--- config.mk ---
export PLATFORM = sky130hd
export DESIGN_NAME = fetch_queue
export DESIGN_NICKNAME = d
export VERILOG_FILES = /design/src/rtl/fetch_queue.sv
export SDC_FILE = /design/constraint.sdc
export NUM_CORES = 1
export LEC_CHECK = 0
export ABC_CLOCK_PERIOD_IN_PS = 5400
export CAP_MARGIN = 20
export CORE_MARGIN = 1.5
export CORE_UTILIZATION = 60
export DETAILED_ROUTE_END_ITERATION = 6
export GPL_TIMING_DRIVEN = 0
export PLACE_DENSITY = 0.92
export SLEW_MARGIN = 5
export SYNTH_ARGS = -nofsm -noshare
export SYNTH_HDL_FRONTEND = slang
export SYNTH_SLANG_ARGS = --single-unit
--- constraint.sdc ---
create_clock -name clk_i -period 5.4 [get_ports clk_i]
set_input_delay 1.08 -clock clk_i [delete_from_list [all_inputs] [get_ports clk_i]]
set_output_delay 1.08 -clock clk_i [all_outputs]
set_load 0.01 [all_outputs]
--- src/rtl/fetch_queue.sv ---
// fetch_queue: instruction prefetch queue between the instruction memory port
// and decode. It runs sequential word fetches ahead of decode and reserves one
// slot per accepted request. Responses fill slots in order, and decode pops
// them in order. A redirect flushes every slot and restarts fetch at the new
// PC. Responses that are still owed for requests issued before the flush are
// counted and then discarded when they arrive.
//
// Ports:
//   clk_i, reset_i                    clock, synchronous active-high reset
//   imem_req_valid_o/addr_o/ready_i   fetch request handshake
//   imem_rsp_valid_i/data_i           in-order fetch responses
//   instr_valid_o/instr_o/instr_pc_o  head entry offered to decode
//   instr_ready_i                     decode consumes head
//   redirect_valid_i/redirect_pc_i    flush and restart fetch
//   occupancy_o                       reserved slots (in flight + filled)
module fetch_queue #(
  parameter int                    DEPTH      = 4,
  parameter int                    ADDR_WIDTH = 32,
  parameter logic [ADDR_WIDTH-1:0] RESET_PC   = '0
) (
  input  logic                         clk_i,
  input  logic                         reset_i,
  output logic                         imem_req_valid_o,
  output logic [ADDR_WIDTH-1:0]        imem_req_addr_o,
  input  logic                         imem_req_ready_i,
  input  logic                         imem_rsp_valid_i,
  input  logic [31:0]                  imem_rsp_data_i,
  output logic                         instr_valid_o,
  output logic [31:0]                  instr_o,
  output logic [ADDR_WIDTH-1:0]        instr_pc_o,
  input  logic                         instr_ready_i,
  input  logic                         redirect_valid_i,
  input  logic [ADDR_WIDTH-1:0]        redirect_pc_i,
  output logic [$clog2(DEPTH+1)-1:0]   occupancy_o
);
  localparam int PW = $clog2(DEPTH);
  localparam int OW = $clog2(DEPTH+1);
  // Stale responses can pile up across back-to-back redirects, so the drop
  // counter gets headroom beyond a single queue's worth.
  localparam int DW = OW + 4;
  localparam logic [OW-1:0]         DEPTH_C  = OW'(DEPTH);
  localparam logic [ADDR_WIDTH-1:0] RST_ADDR = RESET_PC & ~ADDR_WIDTH'(3);

  typedef struct packed {
    logic [ADDR_WIDTH-1:0] pc;
    logic [31:0]           instr;
    logic                  filled;
  } slot_t;

  slot_t                 slots [DEPTH];
  logic [PW-1:0]         alloc_ptr, fill_ptr, head_ptr;
  logic [OW-1:0]         occ;
  // Requests accepted but not yet answered. This is tracked as its own count
  // because alloc and fill are equal both when the queue is empty and when
  // every slot is in flight.
  logic [OW-1:0]         infl;
  logic [DW-1:0]         drop_cnt;
  logic [ADDR_WIDTH-1:0] fetch_pc;

  logic          req_fire, rsp_keep, rsp_drop, pop;
  logic [DW:0]   drop_sum;
  logic [DW-1:0] drop_next;
  logic          unused_pc_lsbs;

  assign unused_pc_lsbs = ^redirect_pc_i[1:0];

  // The credit check uses registered occupancy, so a pop does not free a slot
  // for a request in the same cycle.
  assign imem_req_valid_o = (occ < DEPTH_C) && !redirect_valid_i && !reset_i;
  assign imem_req_addr_o  = reset_i ? '0 : fetch_pc;
  assign instr_valid_o    = slots[head_ptr].filled && (occ != '0) &&
                            !redirect_valid_i && !reset_i;
  assign instr_o          = reset_i ? '0 : slots[head_ptr].instr;
  assign instr_pc_o       = reset_i ? '0 : slots[head_ptr].pc;
  assign occupancy_o      = reset_i ? '0 : occ;

  assign req_fire = imem_req_valid_o && imem_req_ready_i;
  assign pop      = instr_valid_o && instr_ready_i;
  // A response with nothing in flight and nothing to drop breaks the protocol
  // and is ignored.
  assign rsp_keep = imem_rsp_valid_i && (drop_cnt == '0) && (infl != '0);
  assign rsp_drop = imem_rsp_valid_i && (drop_cnt != '0);

  // On a redirect, every in-flight request becomes stale. A response arriving
  // in the redirect cycle is also thrown away. If it was still owed to the old
  // drop count, it retires one of those. Otherwise it retires the oldest
  // in-flight request. Either way, it lowers the total by one, floored at 0.
  always_comb begin
    drop_sum  = {1'b0, drop_cnt} + (DW+1)'(infl);
    drop_next = '0;
    if (imem_rsp_valid_i && (drop_sum != '0))
      drop_sum = drop_sum - (DW+1)'(1);
    if (drop_sum[DW]) drop_next = '1;
    else              drop_next = drop_sum[DW-1:0];
  end

  always_ff @(posedge clk_i) begin
    if (reset_i) begin
      alloc_ptr <= '0;
      fill_ptr  <= '0;
      head_ptr  <= '0;
      occ       <= '0;
      infl      <= '0;
      drop_cnt  <= '0;
      fetch_pc  <= RST_ADDR;
      for (int i = 0; i < DEPTH; i++) slots[i].filled <= 1'b0;
    end else if (redirect_valid_i) begin
      alloc_ptr <= '0;
      fill_ptr  <= '0;
      head_ptr  <= '0;
      occ       <= '0;
      infl      <= '0;
      drop_cnt  <= drop_next;
      fetch_pc  <= {redirect_pc_i[ADDR_WIDTH-1:2], 2'b00};
      for (int i = 0; i < DEPTH; i++) slots[i].filled <= 1'b0;
    end else begin
      // alloc and fill cannot point at the same slot here. When they are
      // equal, either nothing is in flight (no fill) or the queue is full
      // (no request).
      if (req_fire) begin
        slots[alloc_ptr].pc     <= fetch_pc;
        slots[alloc_ptr].filled <= 1'b0;
        alloc_ptr               <= alloc_ptr + PW'(1);
        fetch_pc                <= fetch_pc + ADDR_WIDTH'(4);
      end
      if (rsp_keep) begin
        slots[fill_ptr].instr  <= imem_rsp_data_i;
        slots[fill_ptr].filled <= 1'b1;
        fill_ptr               <= fill_ptr + PW'(1);
      end
      if (rsp_drop) drop_cnt <= drop_cnt - DW'(1);
      if (pop)      head_ptr <= head_ptr + PW'(1);
      occ  <= occ  + OW'(req_fire) - OW'(pop);
      infl <= infl + OW'(req_fire) - OW'(rsp_keep);
    end
  end
endmodule
==> results of run 1 <==
==> layer usage <==
metal  track usage (%)  wire (um)
met1              36.2      11400
met2              48.4      15700
met3              6.24       3410
met4              10.8       1350
met5                 0          0
==> worst max-delay path by stage <==
stage                        end  cells past startpoint
finish               instr_o[10]                      5
global route         instr_o[16]                      5
CTS                  instr_o[16]                      5
detailed placement        occ[2]                     14
global placement    slots[1][49]                      8
floorplan                 occ[2]                     14
==> cell families (layout without fill, tap and decap cells) <==
family,Yosys count,in the layout,synth area share [%]
AO/OA/AOI/OAI,109,109,5.42
XOR/XNOR,16,16,1.08
adder cells (fa/ha/maj),22,22,2.29
buffers and inverters,85,303,2.64
flip-flops,303,303,65.6
multiplexers,74,74,11.8
other,1,4,0.0288
AND/OR/NAND/NOR,274,274,11.1
==> power breakdown <==
| group | internal [mW] | switching, mW | leakage, nW | total, mW |
|---|---|---|---|---|
| combinational | 0.175 | 0.203 | 2.06 | 0.378 |
| sequential | 2.56 | 0.0468 | 2.72 | 2.60 |
| clock | 1.19 | 0.818 | 0.463 | 2.01 |
| total | 3.92 | 1.07 | 5.24 | 4.99 |
==> worst max-delay path, stage by stage, from the launching register on <==
cell,delay [ns]
dfxtp_1,0.31
clkbuf_1,0.48
buf_1,0.78
mux4_2,0.63
nor2b_1,0.15
clkdlybuf4s50_1,0.51
==> state kept, by name (all words and copies together), names as in the netlist, named ones only <==
register   cells
alloc_ptr      2
drop_cnt       7
fetch_pc      30
fill_ptr       2
head_ptr       2
infl           3
occ            3
slots        252
==> metrics by stage <==
| stage | hold WS, ns | cells | instance area (um2) | utilization, % |
|---|---|---|---|---|
| 2_1_floorplan | 0.458 | 887 | 13000 | - |
| 3_3_place_gp | 0.473 | 1325 | 15000 | 71.0 |
| 3_5_place_dp | 0.477 | 1327 | 15100 | 71.3 |
| 4_1_cts | 0.495 | 1380 | 16000 | 75.7 |
| 5_1_grt | 0.525 | 1380 | 16000 | 75.7 |
| 6_report | 0.504 | 1380 | 16000 | 75.7 |
==> placed cells by master (no fill, tap or decap), types with 5 or more instances in the layout <==
master	n
a22oi_1	6
nor3_1	17
nor2_1	56
nand4_1	8
a221oi_1	8
and3_1	7
nor2b_1	91
clkdlybuf4s50_1	163
mux2i_1	5
nand3_1	16
nor4_1	10
and2_1	5
dfxtp_1	55
xnor2_1	12
a211oi_1	5
clkbuf_16	29
a21oi_1	34
o21ai_0	24
a222oi_1	5
edfxtp_1	248
mux4_2	63
inv_1	26
nand2_1	45
a31oi_1	8
buf_1	6
clkbuf_1	53
ha_1	19
==> cell type report <==
cell class,count,area share (%)
plain buffers,55,1.45
clock buffers,44,5.13
clock inverters,9,0.766
inverters,30,0.703
multi-input cells,499,25.9
flip-flops and latches,303,53.4
well taps,275,2.15
repair buffers,165,10.5
==> impl_metrics.env, run 1 <==
export IMPL_outcome="finished, violations left"
export IMPL_failed_checks="DRC"
export IMPL_yosys_warnings=0
export IMPL_seq_area_frac_synth_pct=65.6
export IMPL_fp_dieW_um=150
export IMPL_synth_async_sr_flop_share_pct=0
export IMPL_cts_hold_buf=0
export IMPL_synth_edff_count=248
export IMPL_reg2reg_to="occ[2]"
export IMPL_path_max_fanout=10
export IMPL_crit_type="reg -> out"
export IMPL_synth_cells=884
export IMPL_layout_nets=1175
export IMPL_wirelength_mm=31.8
export IMPL_post_place_ws_ns=0.862
export IMPL_vias=8734
export IMPL_postCtsSetupRepairBufs=0
export IMPL_syn_avg_cell_area_um2=14.7
export IMPL_die_y_um=150
export IMPL_antenna_found_initial=0
export IMPL_path_clk_slew_ns=0.06
export IMPL_cellLeakagePower_nw=5.24
export IMPL_grt_start_max_net_pins=33
export IMPL_cts_resized=0
export IMPL_p_total_mw=4.99
export IMPL_antenna_cells=0
export IMPL_hold_start="slots[1][0]"
export IMPL_clock_latency_ns=0.54
export IMPL_hp_class="reg -> reg"
export IMPL_grt_pass1_vias=8828
export IMPL_slew_headroom_pct=36.3
export IMPL_clock_skew_ns=0.0138
export IMPL_synth_most_common_cell="edfxtp_1"
export IMPL_gr_total_overflow=0
export IMPL_slew_violations=0
export IMPL_dieArea_mm2=0.0226
export IMPL_hpwl_mm=20.9
export IMPL_hold_violations=0
export IMPL_initial_core_util_pct=61.6
export IMPL_cts_root_buf="clkbuf_16"
export IMPL_multi_input_area_mm2=0.00415
export IMPL_clockBufferDepth=3
export IMPL_min_period_over_period_pct=83.2
export IMPL_grt_usage_pct=28.6
export IMPL_yosysTopAreaCellShare_pct=57.2
export IMPL_io_buffers=163
export IMPL_cp_end_kind="output pin"
export IMPL_rsz0062_at_grt="no"
export IMPL_wl_per_cell_um=23.1
export IMPL_ir_worst_vdd_mv=0.361
export IMPL_synthTopCellsByArea="edfxtp_1 57%, mux4_2 11%, dfxtp_1 8.5%"
export IMPL_seqCellArea_mm2=0.00855
export IMPL_rows=53
export IMPL_syn_cell_area_mm2=0.0130
export IMPL_firstDrtPassIters=7
export IMPL_critical_path_arrival_ns=3.41
export IMPL_place_congestion=0.894
export IMPL_syn_to_final_growth_pct=23.0
export IMPL_via_per_inst=6.33
export IMPL_synth_main_ff_cell="edfxtp_1"
export IMPL_cap_violations=0
export IMPL_worstHoldEndpoint="slots[1][0]"
export IMPL_yosys_area_top_type="edfxtp_1"
export IMPL_core_area_mm2=0.0212
export IMPL_synth_lib_cells_used_distinct=58
export IMPL_grt_pass1_wl_mm=48.4
export IMPL_fillCellCount=1211
export IMPL_ctsHtreeMaxLevel=1
export IMPL_cts_sinks=303
export IMPL_hold_path_cell_count=2
export IMPL_fin_setup_tns_ns=0
export IMPL_pin_count=171
export IMPL_drt_initial_drc_count=874
export IMPL_pwr_density_cell_mw_per_mm2=311
export IMPL_cts_tree="yes"
export IMPL_worst_pin_slew_ns=0.956
export IMPL_synth_seq_cells=303
export IMPL_setup_viol=0
export IMPL_drcViolationCount=11
export IMPL_min_period_ns=4.49
export IMPL_drive_gt1_share_pct=11.7
export IMPL_synth_common_cells="248 x edfxtp_1, 91 x nor2b_1, 63 x mux4_2"
export IMPL_fin_ws_ns=0.907
export IMPL_drtAntennaViolNets=0
export IMPL_ff2ff_setup_slack_ns=2.10
export IMPL_cp_start_kind="flop"
export IMPL_required_ns=4.32
export IMPL_max_freq_mhz=223
export IMPL_rr_worst_depth=11
export IMPL_cts_buffers_inserted=29
(Power assumes the default switching activity.)
==> run 2: changes to the inputs <==
--- a/config.mk
+++ b/config.mk
@@ -5,13 +5,13 @@
 export SDC_FILE = /design/constraint.sdc
 export NUM_CORES = 1
 export LEC_CHECK = 0
-export ABC_CLOCK_PERIOD_IN_PS = 5400
+export ABC_CLOCK_PERIOD_IN_PS = 4160
 export CAP_MARGIN = 20
 export CORE_MARGIN = 1.5
-export CORE_UTILIZATION = 60
+export CORE_UTILIZATION = 55
 export DETAILED_ROUTE_END_ITERATION = 6
 export GPL_TIMING_DRIVEN = 0
-export PLACE_DENSITY = 0.92
+export PLACE_DENSITY = 0.86
 export SLEW_MARGIN = 5
 export SYNTH_ARGS = -nofsm -noshare
 export SYNTH_HDL_FRONTEND = slang
==> constraint.sdc (replaced) <==
create_clock -name clk_i -period 4.16 [get_ports clk_i]
set_input_delay 0.832 -clock clk_i [delete_from_list [all_inputs] [get_ports clk_i]]
set_output_delay 0.832 -clock clk_i [all_outputs]
set_load 0.01 [all_outputs]
==> impl_metrics.env, run 2 (same netlist as run 1, synthesis figures left out) <==
export IMPL_slowest_delay_ns=0.66
export IMPL_path_cells="clkdlybuf4s15_2, mux4_2, nor2b_1, clkdlybuf4s50_1"
export IMPL_fin_setup_tns_ns=0
export IMPL_syn_to_final_growth_pct=23.4
export IMPL_ctsHtreeMaxLevel=1
export IMPL_pin_count=171
export IMPL_vias=8419
export IMPL_rsz0062_at_grt="no"
export IMPL_failed_checks="DRC"
export IMPL_cellLeakagePower_nw=5.23
export IMPL_setup_viol=0
export IMPL_cts_buffers_inserted=28
export IMPL_drcViolationCount=2
export IMPL_path_clk_slew_ns=0.06
export IMPL_cap_violations=0
export IMPL_cts_tree="yes"
export IMPL_max_freq_mhz=260
export IMPL_ir_worst_vdd_mv=0.426
export IMPL_cts_sinks=303
export IMPL_place_area_mm2=0.0151
export IMPL_critical_path_arrival_ns=3.01
export IMPL_firstDrtPassIters=7
export IMPL_grt_pass1_wl_mm=45.5
export IMPL_core_area_mm2=0.0233
export IMPL_largest_reg_flops=252
export IMPL_worst_pin_slew_ns=0.878
export IMPL_die_y_um=157
export IMPL_crit_type="reg -> out"
export IMPL_drtAntennaViolNets=0
export IMPL_grt_usage_pct=24.5
export IMPL_final_area_mm2=0.0161
export IMPL_place_congestion=0.888
export IMPL_grt_pass1_vias=8372
export IMPL_layout_nets=1171
export IMPL_hp_class="reg -> reg"
export IMPL_wirelength_mm=30.0
export IMPL_slew_headroom_pct=41.4
export IMPL_hold_violations=0
export IMPL_grt_start_max_net_pins=33
export IMPL_required_ns=3.33
export IMPL_drive_gt1_share_pct=12.4
export IMPL_outcome="finished, violations left"
export IMPL_slew_violations=0
export IMPL_antenna_found_initial=0
export IMPL_postCtsSetupRepairBufs=0
export IMPL_crit_path_top_delay_cell="dfxtp_1"
export IMPL_path_max_fanout=10
export IMPL_biggestRegsByFlops="slots: 252 flops, fetch_pc: 30 flops, drop_cnt: 7 flops"
export IMPL_min_period_over_period_pct=92.5
export IMPL_wl_per_cell_um=21.1
export IMPL_rows=56
export IMPL_hpwl_mm=20.1
export IMPL_gr_total_overflow=0
export IMPL_drt_initial_drc_count=855
export IMPL_min_period_ns=3.85
export IMPL_clock_skew_ns=0.0258
export IMPL_cp_end_kind="output pin"
export IMPL_io_buffers=163
export IMPL_initial_core_util_pct=55.8
export IMPL_final_common_cell="edfxtp_1"
export IMPL_dieArea_mm2=0.0246
export IMPL_clock_latency_ns=0.55
export IMPL_cts_root_buf="clkbuf_16"
export IMPL_fillCellCount=1559
export IMPL_final_cell_mix="248 x edfxtp_1, 163 x clkdlybuf4s50_1, 91 x nor2b_1"
export IMPL_via_per_inst=5.93
export IMPL_cp_start_kind="flop"
export IMPL_antenna_cells=0
export IMPL_clockBufferDepth=3
export IMPL_largest_register="slots"
export IMPL_fp_dieW_um=157
export IMPL_pwr_density_cell_mw_per_mm2=406
[run 2: per-layer routing]
layer	vias to the layer above	track usage, %	share of wire, %
met5	-	0	0
met4	0	9.25	3.3
met3	71	6.55	11
met2	515	40.6	49
met1	4089	31.1	37
li1	3744	-	-
[run 2: cell type report]
type | count | area (um2) | area share [%]
flip-flops and latches | 303 | 8550 | 53.2
multi-input cells | 499 | 4150 | 25.8
repair buffers | 163 | 1630 | 10.1
clock buffers | 40 | 766 | 4.76
well taps | 319 | 399 | 2.48
plain buffers | 54 | 267 | 1.66
clock inverters | 12 | 201 | 1.25
inverters | 30 | 113 | 0.700
[run 2: worst max-delay path, delay by kind of cell, from the launching register on]
family,cells,cell delay [ns]
buffers and inverters,2,1.06
DFF,1,0.66
muxes,1,0.57
and+or+nand+nor,1,0.17
[run 2: final timing paths]
path	startpoint	depth (start not counted)	slack [ns]	end
worst max-delay path	flop	4	0.31	instr_pc_o[5]
worst min-delay path	slots[3][0]	2	0.51	slots[3][0]
worst max register to register	flop	11	0.96	occ[2]
worst min register to register	slots[3][0]	2	0.51	slots[3][0]
[run 2: metrics by stage]
| step | hold slack (ns) | util (%) | std cells | setup WS (ns) | power (mW) |
|---|---|---|---|---|---|
| 2_1_floorplan | 0.458 | - | 887 | 0.793 | 3.67 |
| 3_3_place_gp | 0.475 | 64.6 | 1369 | -0.371 | 3.89 |
| 3_5_place_dp | 0.486 | 64.6 | 1369 | -0.126 | 3.91 |
| 4_1_cts | 0.503 | 68.9 | 1421 | 0.0831 | 6.54 |
| 5_1_grt | 0.536 | 68.9 | 1420 | 0.141 | 6.70 |
| 6_report | 0.505 | 68.9 | 1420 | 0.313 | 6.53 |
[run 2: where the power goes]
part / internal (mW) / switching, mW
Sequential: 3.32 / 0.0580
Combinational: 0.225 / 0.255
Clock: 1.60 / 1.08
Total: 5.14 / 1.39
[run 2: repair_timing]
item,CTS,global route
pin swaps,0,0
setup endpoints to repair,60,38
gates resized for setup,11,0
hold buffers,0,0
==> run 3: changes to the inputs <==
--- a/config.mk
+++ b/config.mk
@@ -12,6 +12,7 @@
 export DETAILED_ROUTE_END_ITERATION = 6
 export GPL_TIMING_DRIVEN = 0
 export PLACE_DENSITY = 0.86
+export SETUP_SLACK_MARGIN = 0.4
 export SLEW_MARGIN = 5
 export SYNTH_ARGS = -nofsm -noshare
 export SYNTH_HDL_FRONTEND = slang
==> impl_metrics.env, run 3 (same netlist as run 1, synthesis figures left out) <==
export IMPL_outcome="complete, no violations"
export IMPL_io_buffers=163
export IMPL_p_sw_mw=1.39
export IMPL_ctsHtreeMaxLevel=1
export IMPL_slew_headroom_pct=41.4
export IMPL_initial_core_util_pct=55.8
export IMPL_syn_to_final_growth_pct=23.3
export IMPL_wirelength_mm=30.1
export IMPL_biggestRegsByFlops="slots: 252 flops, fetch_pc: 30 flops, drop_cnt: 7 flops"
export IMPL_gr_total_overflow=0
export IMPL_die_y_um=157
export IMPL_worst_pin_slew_ns=0.879
export IMPL_max_freq_mhz=274
export IMPL_min_period_ns=3.65
export IMPL_power_share_clock_pct=40.9
export IMPL_ff2ff_setup_slack_ns=0.96
export IMPL_path_cells="clkbuf_2, buf_2, mux4_2, nor2b_1, clkdlybuf4s50_1"
export IMPL_critical_path_arrival_ns=2.82
export IMPL_clock_skew_ns=0.0267
export IMPL_cts_root_buf="clkbuf_16"
export IMPL_p_seq_share_pct=51.7
export IMPL_final_common_cell="edfxtp_1"
export IMPL_crit_path_top_delay_cell="mux4_2"
export IMPL_cp_end_kind="output pin"
export IMPL_antenna_found_initial=0
export IMPL_crit_type="reg -> out"
export IMPL_final_cells=1421
export IMPL_pwr_density_cell_mw_per_mm2=407
export IMPL_fp_dieW_um=157
export IMPL_vias=8488
export IMPL_p_total_mw=6.53
export IMPL_dp_cells=1369
export IMPL_hpwl_mm=20.1
export IMPL_cp_start_kind="flop"
export IMPL_reg2reg_to="occ[2]"
export IMPL_core_area_mm2=0.0233
export IMPL_dieArea_mm2=0.0246
export IMPL_grt_pass1_wl_mm=45.6
export IMPL_hp_class="reg -> reg"
export IMPL_clock_latency_ns=0.55
export IMPL_rows=56
export IMPL_fillCellCount=1563
export IMPL_drcViolationCount=0
export IMPL_drtAntennaViolNets=0
export IMPL_place_congestion=0.888
export IMPL_largest_register="slots"
export IMPL_post_place_ws_ns=-0.126
export IMPL_min_period_over_period_pct=87.8
export IMPL_drive_gt1_share_pct=13.1
export IMPL_layout_nets=1172
export IMPL_power_frac_comb_pct=7.4
export IMPL_cts_buffers_inserted=28
export IMPL_drt_initial_drc_count=881
export IMPL_grt_usage_pct=24.5
export IMPL_final_cell_mix="248 x edfxtp_1, 163 x clkdlybuf4s50_1, 91 x nor2b_1"
export IMPL_pin_count=171
export IMPL_grt_start_max_net_pins=33
export IMPL_required_ns=3.33
export IMPL_path_clk_slew_ns=0.07
export IMPL_hold_violations=0
export IMPL_fin_ws_ns=0.507
export IMPL_largest_reg_flops=252
export IMPL_p_int_mw=5.14
export IMPL_cellLeakagePower_nw=5.27
export IMPL_slew_violations=0
export IMPL_rsz0062_at_grt="yes"
export IMPL_via_per_inst=5.97
export IMPL_setup_viol=0
export IMPL_grt_pass1_vias=8375
export IMPL_cts_tree="yes"
export IMPL_antenna_cells=0
export IMPL_ir_worst_vdd_mv=0.426
export IMPL_worstHoldEndpoint="slots[3][44]"
export IMPL_cap_violations=0
export IMPL_cts_sinks=303
export IMPL_firstDrtPassIters=6
export IMPL_slowest_delay_ns=0.56
export IMPL_power_share_switching_pct=21.3
export IMPL_rr_worst_depth=11
export IMPL_hold_start="fetch_pc[11]"
export IMPL_clockBufferDepth=3
export IMPL_wl_per_cell_um=21.2
export IMPL_hold_path_cell_count=0
export IMPL_path_max_fanout=10
==> run 3: cell count changes in the layout (fill, tap and decap cells not counted) <==
cell             change
buf_2                +6
clkbuf_4             +1
clkdlybuf4s15_2      -5
clkbuf_1             -7
clkbuf_2             +6
==> run 3: worst max-delay path by stage <==
stage | slack, ns | startpoint | end
after floorplan | 0.79 | reset_i | occ[2]
after global placement | -0.37 | redirect_valid_i | slots[1][47]
after detailed placement | -0.13 | redirect_valid_i | occ[2]
after CTS | 0.40 | flop | instr_pc_o[17]
after global routing | 0.38 | flop | instr_o[3]
final | 0.51 | flop | instr_pc_o[5]
==> run 3: area by class of cell <==
class	count	area [um2]	area share, %
Buffer	55	251	1.57
Clock inverter	12	201	1.25
Clock buffer	40	766	4.77
Inverter	30	113	0.701
Tap cell	319	399	2.49
Timing Repair Buffer	163	1630	10.2
Sequential cell	303	8550	53.2
Multi-Input combinational cell	499	4150	25.8
==> run 3: stage by stage <==
step           instance area (um2)  TNS [ns]  util [%]  hold WS [ns]
2_1_floorplan                13000         0         -         0.458
3_3_place_gp                 15100    -42.60      64.6         0.475
3_5_place_dp                 15100    -0.234      64.6         0.486
4_1_cts                      16100         0      68.8         0.503
5_1_grt                      16100         0      68.8         0.536
6_report                     16100         0      68.8         0.511
==> run 3: power groups by stage <==
stage	Sequential, mW	Clock, mW	Combinational, mW
2_1_floorplan	3.42	0	0.256
3_3_place_gp	3.43	0	0.459
3_5_place_dp	3.44	0	0.471
4_1_cts	3.37	2.69	0.476
5_1_grt	3.38	2.80	0.519
6_report	3.38	2.67	0.480
==> run 3: worst max-delay path, delay by kind of cell, from the launching register on <==
family / cells / cell delay, ns
simple gates: 1 / 0.17
mux: 1 / 0.56
flops: 1 / 0.31
buf+inv: 3 / 1.23
==> run 3: routing by layer <==
metal | GRT usage, % | vias to the layer above | share of wire, %
li1 | - | 3755 | -
met1 | 31.1 | 4174 | 37
met2 | 40.6 | 476 | 48
met3 | 6.72 | 83 | 11
met4 | 9.21 | 0 | 3.5
met5 | 0 | - | 0
==> run 3: timing repair <==
action	in CTS	in global routing
setup endpoints to repair	60	32
resized for setup	26	7
hold buffers	0	0
endpoints found under the hold margin	0	0
gates cloned	0	0
setup buffers	0	0
